## config.mk

```make
export PLATFORM = sky130hd
export DESIGN_NAME = floating_point_multiplier_stream
export DESIGN_NICKNAME = d
export VERILOG_FILES = /design/src/rtl/floating_point_multiplier_stream.sv
export SDC_FILE = /design/constraint.sdc
export NUM_CORES = 2
export LEC_CHECK = 0
export ABC_CLOCK_PERIOD_IN_PS = 8400
export BUFFER_PORTS_ARGS = -buffer_cell sky130_fd_sc_hd__buf_2
export CAP_MARGIN = 20
export CORE_MARGIN = 5
export CORE_UTILIZATION = 60
export DETAILED_ROUTE_END_ITERATION = 7
export MAX_ROUTING_LAYER = met4
export PLACE_DENSITY = 0.78
export SETUP_SLACK_MARGIN = 0.4
export SKIP_LAST_GASP = 1
export SYNTH_ARGS = -nofsm -noshare
export SYNTH_HDL_FRONTEND = slang
export SYNTH_SLANG_ARGS = --single-unit
```

## constraint.sdc

```tcl
create_clock -name clk_i -period 8.4 [get_ports clk_i]
set_input_delay 0.42 -clock clk_i [delete_from_list [all_inputs] [get_ports clk_i]]
set_output_delay 0.42 -clock clk_i [all_outputs]
set_load 0.02 [all_outputs]
```

## src/rtl/floating_point_multiplier_stream.sv

```systemverilog
// rtl/floating_point_multiplier_stream.sv - multi-lane pipelined FP multiplier with valid/ready stream
// Stages: [unpack] | multiply | normalise+round; every lane shares one handshake.
module floating_point_multiplier_stream #(
   parameter int EXP_WIDTH   = 8,
   parameter int FRAC_WIDTH  = 23,
   parameter int LANES       = 1,
   parameter int PIPE_STAGES = 3,
   localparam int FP_WIDTH   = 1 + EXP_WIDTH + FRAC_WIDTH
) (
   input  logic                      clk_i,
   input  logic                      rst_ni,
   input  logic                      in_valid_i,
   output logic                      in_ready_o,
   input  logic [LANES*FP_WIDTH-1:0] fp_a_i,
   input  logic [LANES*FP_WIDTH-1:0] fp_b_i,
   input  logic                      rnd_mode_i,
   output logic                      out_valid_o,
   input  logic                      out_ready_i,
   output logic [LANES*FP_WIDTH-1:0] fp_o,
   output logic [LANES-1:0]          ovf_o,
   output logic [LANES-1:0]          unf_o,
   output logic [LANES-1:0]          nv_o
);
   localparam int M       = FRAC_WIDTH + 1;
   localparam int P       = 2 * M;
   localparam int BIAS    = (1 << (EXP_WIDTH - 1)) - 1;
   localparam int EXP_MAX = (1 << EXP_WIDTH) - 1;

   typedef logic signed [EXP_WIDTH+1:0] sexp_t;
   typedef enum logic [1:0] {SP_NONE, SP_NAN, SP_INF, SP_ZERO} spec_e;

   logic [PIPE_STAGES-1:0] v;
   logic [PIPE_STAGES-1:0] load;
   logic                   acc;

   // A stage may load if it or any stage downstream of it has room.
   always_comb begin
      acc  = out_ready_i;
      load = '0;
      for (int k = PIPE_STAGES - 1; k >= 0; k--) begin
         acc     = acc | ~v[k];
         load[k] = acc;
      end
   end

   assign in_ready_o  = load[0];
   assign out_valid_o = v[PIPE_STAGES-1];

   always_ff @(posedge clk_i or negedge rst_ni) begin
      if (!rst_ni) begin
         v <= '0;
      end else begin
         if (load[0]) v[0] <= in_valid_i;
         for (int k = 1; k < PIPE_STAGES; k++) begin
            if (load[k]) v[k] <= v[k-1];
         end
      end
   end

   logic rnd_u, rnd_m;
   if (PIPE_STAGES == 3) begin : g_rnd3
      logic rnd_q;
      always_ff @(posedge clk_i) if (load[0]) rnd_q <= rnd_mode_i;
      assign rnd_u = rnd_q;
   end else begin : g_rnd2
      assign rnd_u = rnd_mode_i;
   end
   always_ff @(posedge clk_i) if (load[PIPE_STAGES-2]) rnd_m <= rnd_u;

   for (genvar l = 0; l < LANES; l++) begin : g_lane
      logic [FP_WIDTH-1:0]  a, b;
      logic [EXP_WIDTH-1:0] ea, eb;
      logic                 a_zero, b_zero, a_inf, b_inf, a_nan, b_nan;
      spec_e                sp_c, sp_u, sp_m;
      sexp_t                es_c, es_u, es_m;
      logic                 sg_u, sg_m;
      logic [M-1:0]         ma_u, mb_u;
      logic [P-1:0]         prod_m;

      assign a      = fp_a_i[l*FP_WIDTH +: FP_WIDTH];
      assign b      = fp_b_i[l*FP_WIDTH +: FP_WIDTH];
      assign ea     = a[FP_WIDTH-2 -: EXP_WIDTH];
      assign eb     = b[FP_WIDTH-2 -: EXP_WIDTH];
      assign a_zero = (ea == '0);
      assign b_zero = (eb == '0);
      assign a_inf  = (&ea) && (a[FRAC_WIDTH-1:0] == '0);
      assign b_inf  = (&eb) && (b[FRAC_WIDTH-1:0] == '0);
      assign a_nan  = (&ea) && (a[FRAC_WIDTH-1:0] != '0);
      assign b_nan  = (&eb) && (b[FRAC_WIDTH-1:0] != '0);
      assign es_c   = sexp_t'(ea) + sexp_t'(eb) - sexp_t'(BIAS);

      always_comb begin
         if (a_nan || b_nan || (a_inf && b_zero) || (b_inf && a_zero)) sp_c = SP_NAN;
         else if (a_inf || b_inf)                                      sp_c = SP_INF;
         else if (a_zero || b_zero)                                    sp_c = SP_ZERO;
         else                                                          sp_c = SP_NONE;
      end

      if (PIPE_STAGES == 3) begin : g_unpack_q
         always_ff @(posedge clk_i) begin
            if (load[0]) begin
               sp_u <= sp_c;
               sg_u <= a[FP_WIDTH-1] ^ b[FP_WIDTH-1];
               es_u <= es_c;
               ma_u <= {1'b1, a[FRAC_WIDTH-1:0]};
               mb_u <= {1'b1, b[FRAC_WIDTH-1:0]};
            end
         end
      end else begin : g_unpack_c
         assign sp_u = sp_c;
         assign sg_u = a[FP_WIDTH-1] ^ b[FP_WIDTH-1];
         assign es_u = es_c;
         assign ma_u = {1'b1, a[FRAC_WIDTH-1:0]};
         assign mb_u = {1'b1, b[FRAC_WIDTH-1:0]};
      end

      always_ff @(posedge clk_i) begin
         if (load[PIPE_STAGES-2]) begin
            sp_m   <= sp_u;
            sg_m   <= sg_u;
            es_m   <= es_u;
            prod_m <= {{M{1'b0}}, ma_u} * {{M{1'b0}}, mb_u};
         end
      end

      logic [M-1:0]          mant_n;
      logic [M:0]            mant_r;
      logic                  grd, stk, up;
      sexp_t                 e_n, e_f;
      logic [FRAC_WIDTH-1:0] frac_f;
      logic [FP_WIDTH-1:0]   res_c, res_q;
      logic                  ovf_c, unf_c, nv_c, ovf_q, unf_q, nv_q;

      // Range is judged only on e_f, after both the product and the rounding renormalisation.
      always_comb begin
         if (prod_m[P-1]) begin
            mant_n = prod_m[P-1 -: M];
            grd    = prod_m[M-1];
            stk    = |prod_m[M-2:0];
            e_n    = es_m + sexp_t'(1);
         end else begin
            mant_n = prod_m[P-2 -: M];
            grd    = prod_m[M-2];
            stk    = |prod_m[M-3:0];
            e_n    = es_m;
         end
         up     = !rnd_m && grd && (stk || mant_n[0]);
         mant_r = {1'b0, mant_n} + {{M{1'b0}}, up};
         e_f    = mant_r[M] ? e_n + sexp_t'(1) : e_n;
         frac_f = mant_r[M] ? '0 : mant_r[FRAC_WIDTH-1:0];
         res_c  = {sg_m, e_f[EXP_WIDTH-1:0], frac_f};
         ovf_c  = 1'b0;
         unf_c  = 1'b0;
         nv_c   = 1'b0;
         case (sp_m)
            SP_NAN: begin
               res_c = {1'b0, {EXP_WIDTH{1'b1}}, 1'b1, {(FRAC_WIDTH-1){1'b0}}};
               nv_c  = 1'b1;
            end
            SP_INF:  res_c = {sg_m, {EXP_WIDTH{1'b1}}, {FRAC_WIDTH{1'b0}}};
            SP_ZERO: res_c = {sg_m, {(FP_WIDTH-1){1'b0}}};
            default: begin
               if (e_f >= sexp_t'(EXP_MAX)) begin
                  ovf_c = 1'b1;
                  res_c = rnd_m ? {sg_m, {(EXP_WIDTH-1){1'b1}}, 1'b0, {FRAC_WIDTH{1'b1}}}
                                : {sg_m, {EXP_WIDTH{1'b1}}, {FRAC_WIDTH{1'b0}}};
               end else if (e_f <= sexp_t'(0)) begin
                  unf_c = 1'b1;
                  res_c = {sg_m, {(FP_WIDTH-1){1'b0}}};
               end
            end
         endcase
      end

      always_ff @(posedge clk_i) begin
         if (load[PIPE_STAGES-1]) begin
            res_q <= res_c;
            ovf_q <= ovf_c;
            unf_q <= unf_c;
            nv_q  <= nv_c;
         end
      end

      assign fp_o[l*FP_WIDTH +: FP_WIDTH] = res_q;
      assign ovf_o[l] = ovf_q;
      assign unf_o[l] = unf_q;
      assign nv_o[l]  = nv_q;
   end
endmodule

```

==> flow_summary.yaml <==
logic_synthesis:
  synth-seq-cells: 160
  async_flop_share_pct: 1.875
  ys.flop_type: "edfxtp_1"
  synthesis.area_um2: 25850
  syn_inst: 2645
  synth_nets: 3392
  post_synth.cell_area_avg_um2: 9.775
  seq_area_frac_synth_pct: 18.52
  synth_area_leaders: "fa_1, edfxtp_1, ha_1"
  ys_types: 67
  synth_edf_count: 157
  ys_warn_count: 0
  synth_top_area_cell: "fa_1"
  netlist.area_leader.share_pct: 37.40
run:
  cap_violations: 0
timing:
  fin_tns_setup_ns: 0
  fmax_mhz: 130.2
  clock_skew_ns: 0.01486
  worst_pin_slew_ns: 0.9905
  slew_viol_final: 0
  min_period_over_period_pct: 91.40
  setup_viol_count_final: 0
  max_slew_margin_pct: 33.97
  period_minus_slack_ns: 7.678
  hold_viol: 0
  rsz0062_at_grt: "false"
hold_path:
  hold_depth: 1
  hp-class: "input port to flop"
critical_path:
  cp.required_ns: 8.61
  reg2reg_depth: 24
  endpoint_kind: "flop"
  cp-start-kind: "flop"
  crit_type: "flop to flop"
  cp.arrival_ns: 7.89
  worstPathMaxFanout: 17
final_layout:
  synthToLayoutAreaGrowth_pct: 8.251
  drive_above_1_share_pct: 8.886
  final.fill_count: 3384
  final_nets: 3491
  final_util_pct: 65.26
routing:
  wl_per_cell_um: 21.34
  final_antenna_net_count: 0
  drt-vias-per-instance: 5.727
  drcViolationCount: 0
  vias: 19157
  first_pass_iters: 6
  drt_wl_total_um: 71390
  drt_iter0_markers: 1714
die:
  die_y_um: 217.6
  io_pins: 106
  die_w_um: 217.6
  initial_core_util_pct: 60.29
  placementRows: 76
  core-area_um2: 42890
  die_area_um2: 47340
clocking:
  insertion_delay_ns: 0.47
  htreeDepth: 4
  clock_path_buffers: 2
  cts_made_buffers: 17
  clkTransAtPathRegs_ns: 0.07
  cts.sinks: 160
  cts_tree: "yes"
  clock-root-buffer: "clkbuf_16"
place:
  place.gp.congestion: 1.020
  portBuffers: 105
  place_hpwl_um: 56770
global_routing:
  grt_pass1_wl_um: 110400
  grt_usage_pct: 31.31
  grt_pass1_vias: 20227
  grt_max_degree: 64
  antenna_found_initial: 2
  grt-ovfl-total: 0
outcome:
  outcome: "completed"
## worst paths after layout
kind,to,slack [ns],start
setup reg to reg,g_lane[0].prod_m[40],0.72,g_lane[0].mb_u[0]
setup / recovery,g_lane[0].prod_m[40],0.72,g_lane[0].mb_u[0]
max in group asynchronous,v[1],7.99,rst_ni
hold / removal,g_rnd3.rnd_q,0.14,rnd_mode_i
min in group asynchronous,v[0],0.29,rst_ni
hold reg to reg,g_lane[0].es_m[2],0.42,g_lane[0].es_u[2]
## cell families (layout without fill, tap and decap cells)
kind of cell | after synthesis | in the layout | synth area share (%)
buffers and inverters | 683 | 795 | 10.03
adders and majority gates | 678 | 678 | 46.84
muxes | 16 | 16 | 0.6436
and+or+nand+nor | 798 | 798 | 15.57
xor gates and xnor gates | 99 | 99 | 3.354
other | 0 | 3 | 0
AOI/OAI and AO/OA | 211 | 211 | 5.043
DFF | 160 | 160 | 18.52
## stage by stage
stage	setup slack (ns)	hold slack [ns]	cell area (um^2)	instances
4_1_cts	0.6657	0.1143	27710	3315
5_1_grt	0.4056	0.1234	27990	3345
6_report	0.7222	0.1398	27990	3345
3_5_place_dp	0.6923	0.2194	27110	3282
3_3_place_gp	0.8949	0.2141	27110	3282
2_1_floorplan	1.613	0.1244	25850	2645
## critical path, cell delays in order, from the launching register on
cell and delay [ns]:
edfxtp_1 0.79, clkinvlp_4 0.44, fa_1 0.61, inv_1 0.06, fa_1 0.54, inv_1 0.06, fa_1 0.53, inv_1 0.06
fa_1 0.48, fa_1 0.51, fa_1 0.49, inv_1 0.05, fa_1 0.48, inv_1 0.05, ha_1 0.34, inv_1 0.08
nor2_1 0.04, a221o_1 0.40, a31o_2 0.25, nor3_1 0.37, o21ai_0 0.13, a21oi_1 0.28, o21bai_1 0.10, a21oi_1 0.18
xnor2_1 0.08
## Yosys cell counts (16+ instances only)
master,number
xor2_1,36
ha_1,195
a21o_1,17
and2_1,260
clkbuf_1,102
nor4_1,18
nand3_1,30
xnor2_1,63
inv_1,568
a21oi_1,75
edfxtp_1,157
nor2_1,81
o21ai_0,42
nor3_1,16
nand2_1,311
fa_1,483
## routing by layer
metal	share of wire [%]	GRT usage [%]
met1	39	41.04
met2	46	47.55
met3	11	8.149
met4	4.5	11.78
met5	0	-
## cells in the final DEF, fill, tap and decap left out, types with 11 or more instances in the layout
cell       synthesis  layout
nand2b_1          12      12
edfxtp_1         157     157
o21ai_0           42      42
nand2_1          311     311
buf_2              3     106
mux2i_1           11      11
a21o_1            17      17
o21ai_1           12      12
fa_1             483     483
buf_4              0      78
xor2_1            36      36
nand3_1           30      30
a21oi_1           75      75
nor3_1            16      16
o21a_1            11      11
ha_1             195     195
clkbuf_16          0      17
nor4_1            18      18
inv_1            568     568
and2_1           260     260
and3_1            11      11
xnor2_1           63      63
nand4_1           12      12
o21bai_1          14      14
nor2_1            81      81
## registers in the layout, indices dropped and copies added (netlist names)
register and cells:
g_lane.prod_m 48, fp_o 32, g_lane.ma_u 23, g_lane.mb_u 23, g_lane.es_m 10, g_lane.es_u 10
v 3, g_lane.sp_m 2, g_lane.sp_u 2, g_lane.sg_m 1, g_lane.sg_u 1, g_rnd3.rnd_q 1
nv_o 1, ovf_o 1, rnd_m 1, unf_o 1
## timing repair
| action | 4_1_cts | 5_1_grt |
|---|---|---|
| gates resized for setup | 0 | 1 |
| hold buffers | 1 | 0 |
| setup endpoints to repair | 0 | 7 |
| endpoints found under the hold margin | 3 | 0 |
| buffers inserted | 0 | 26 |
## cell type report
cell class                      instances  area [um^2]  area share (%)
Clock buffer                           17        425.4           1.520
Tap cell                              585        732.0           2.615
Antenna cell                            3        7.507         0.02682
Sequential cell                       160         4790           17.11
Inverter                              570         2143           7.658
Multi-Input combinational cell       1802        18470           66.00
Timing Repair Buffer                  193         1251           4.470
Clock inverter                         15        166.4          0.5946
Power is left out: the tool's default activity adds up to more than one toggle a clock period on the data nets, which glitch-free logic cannot reach.
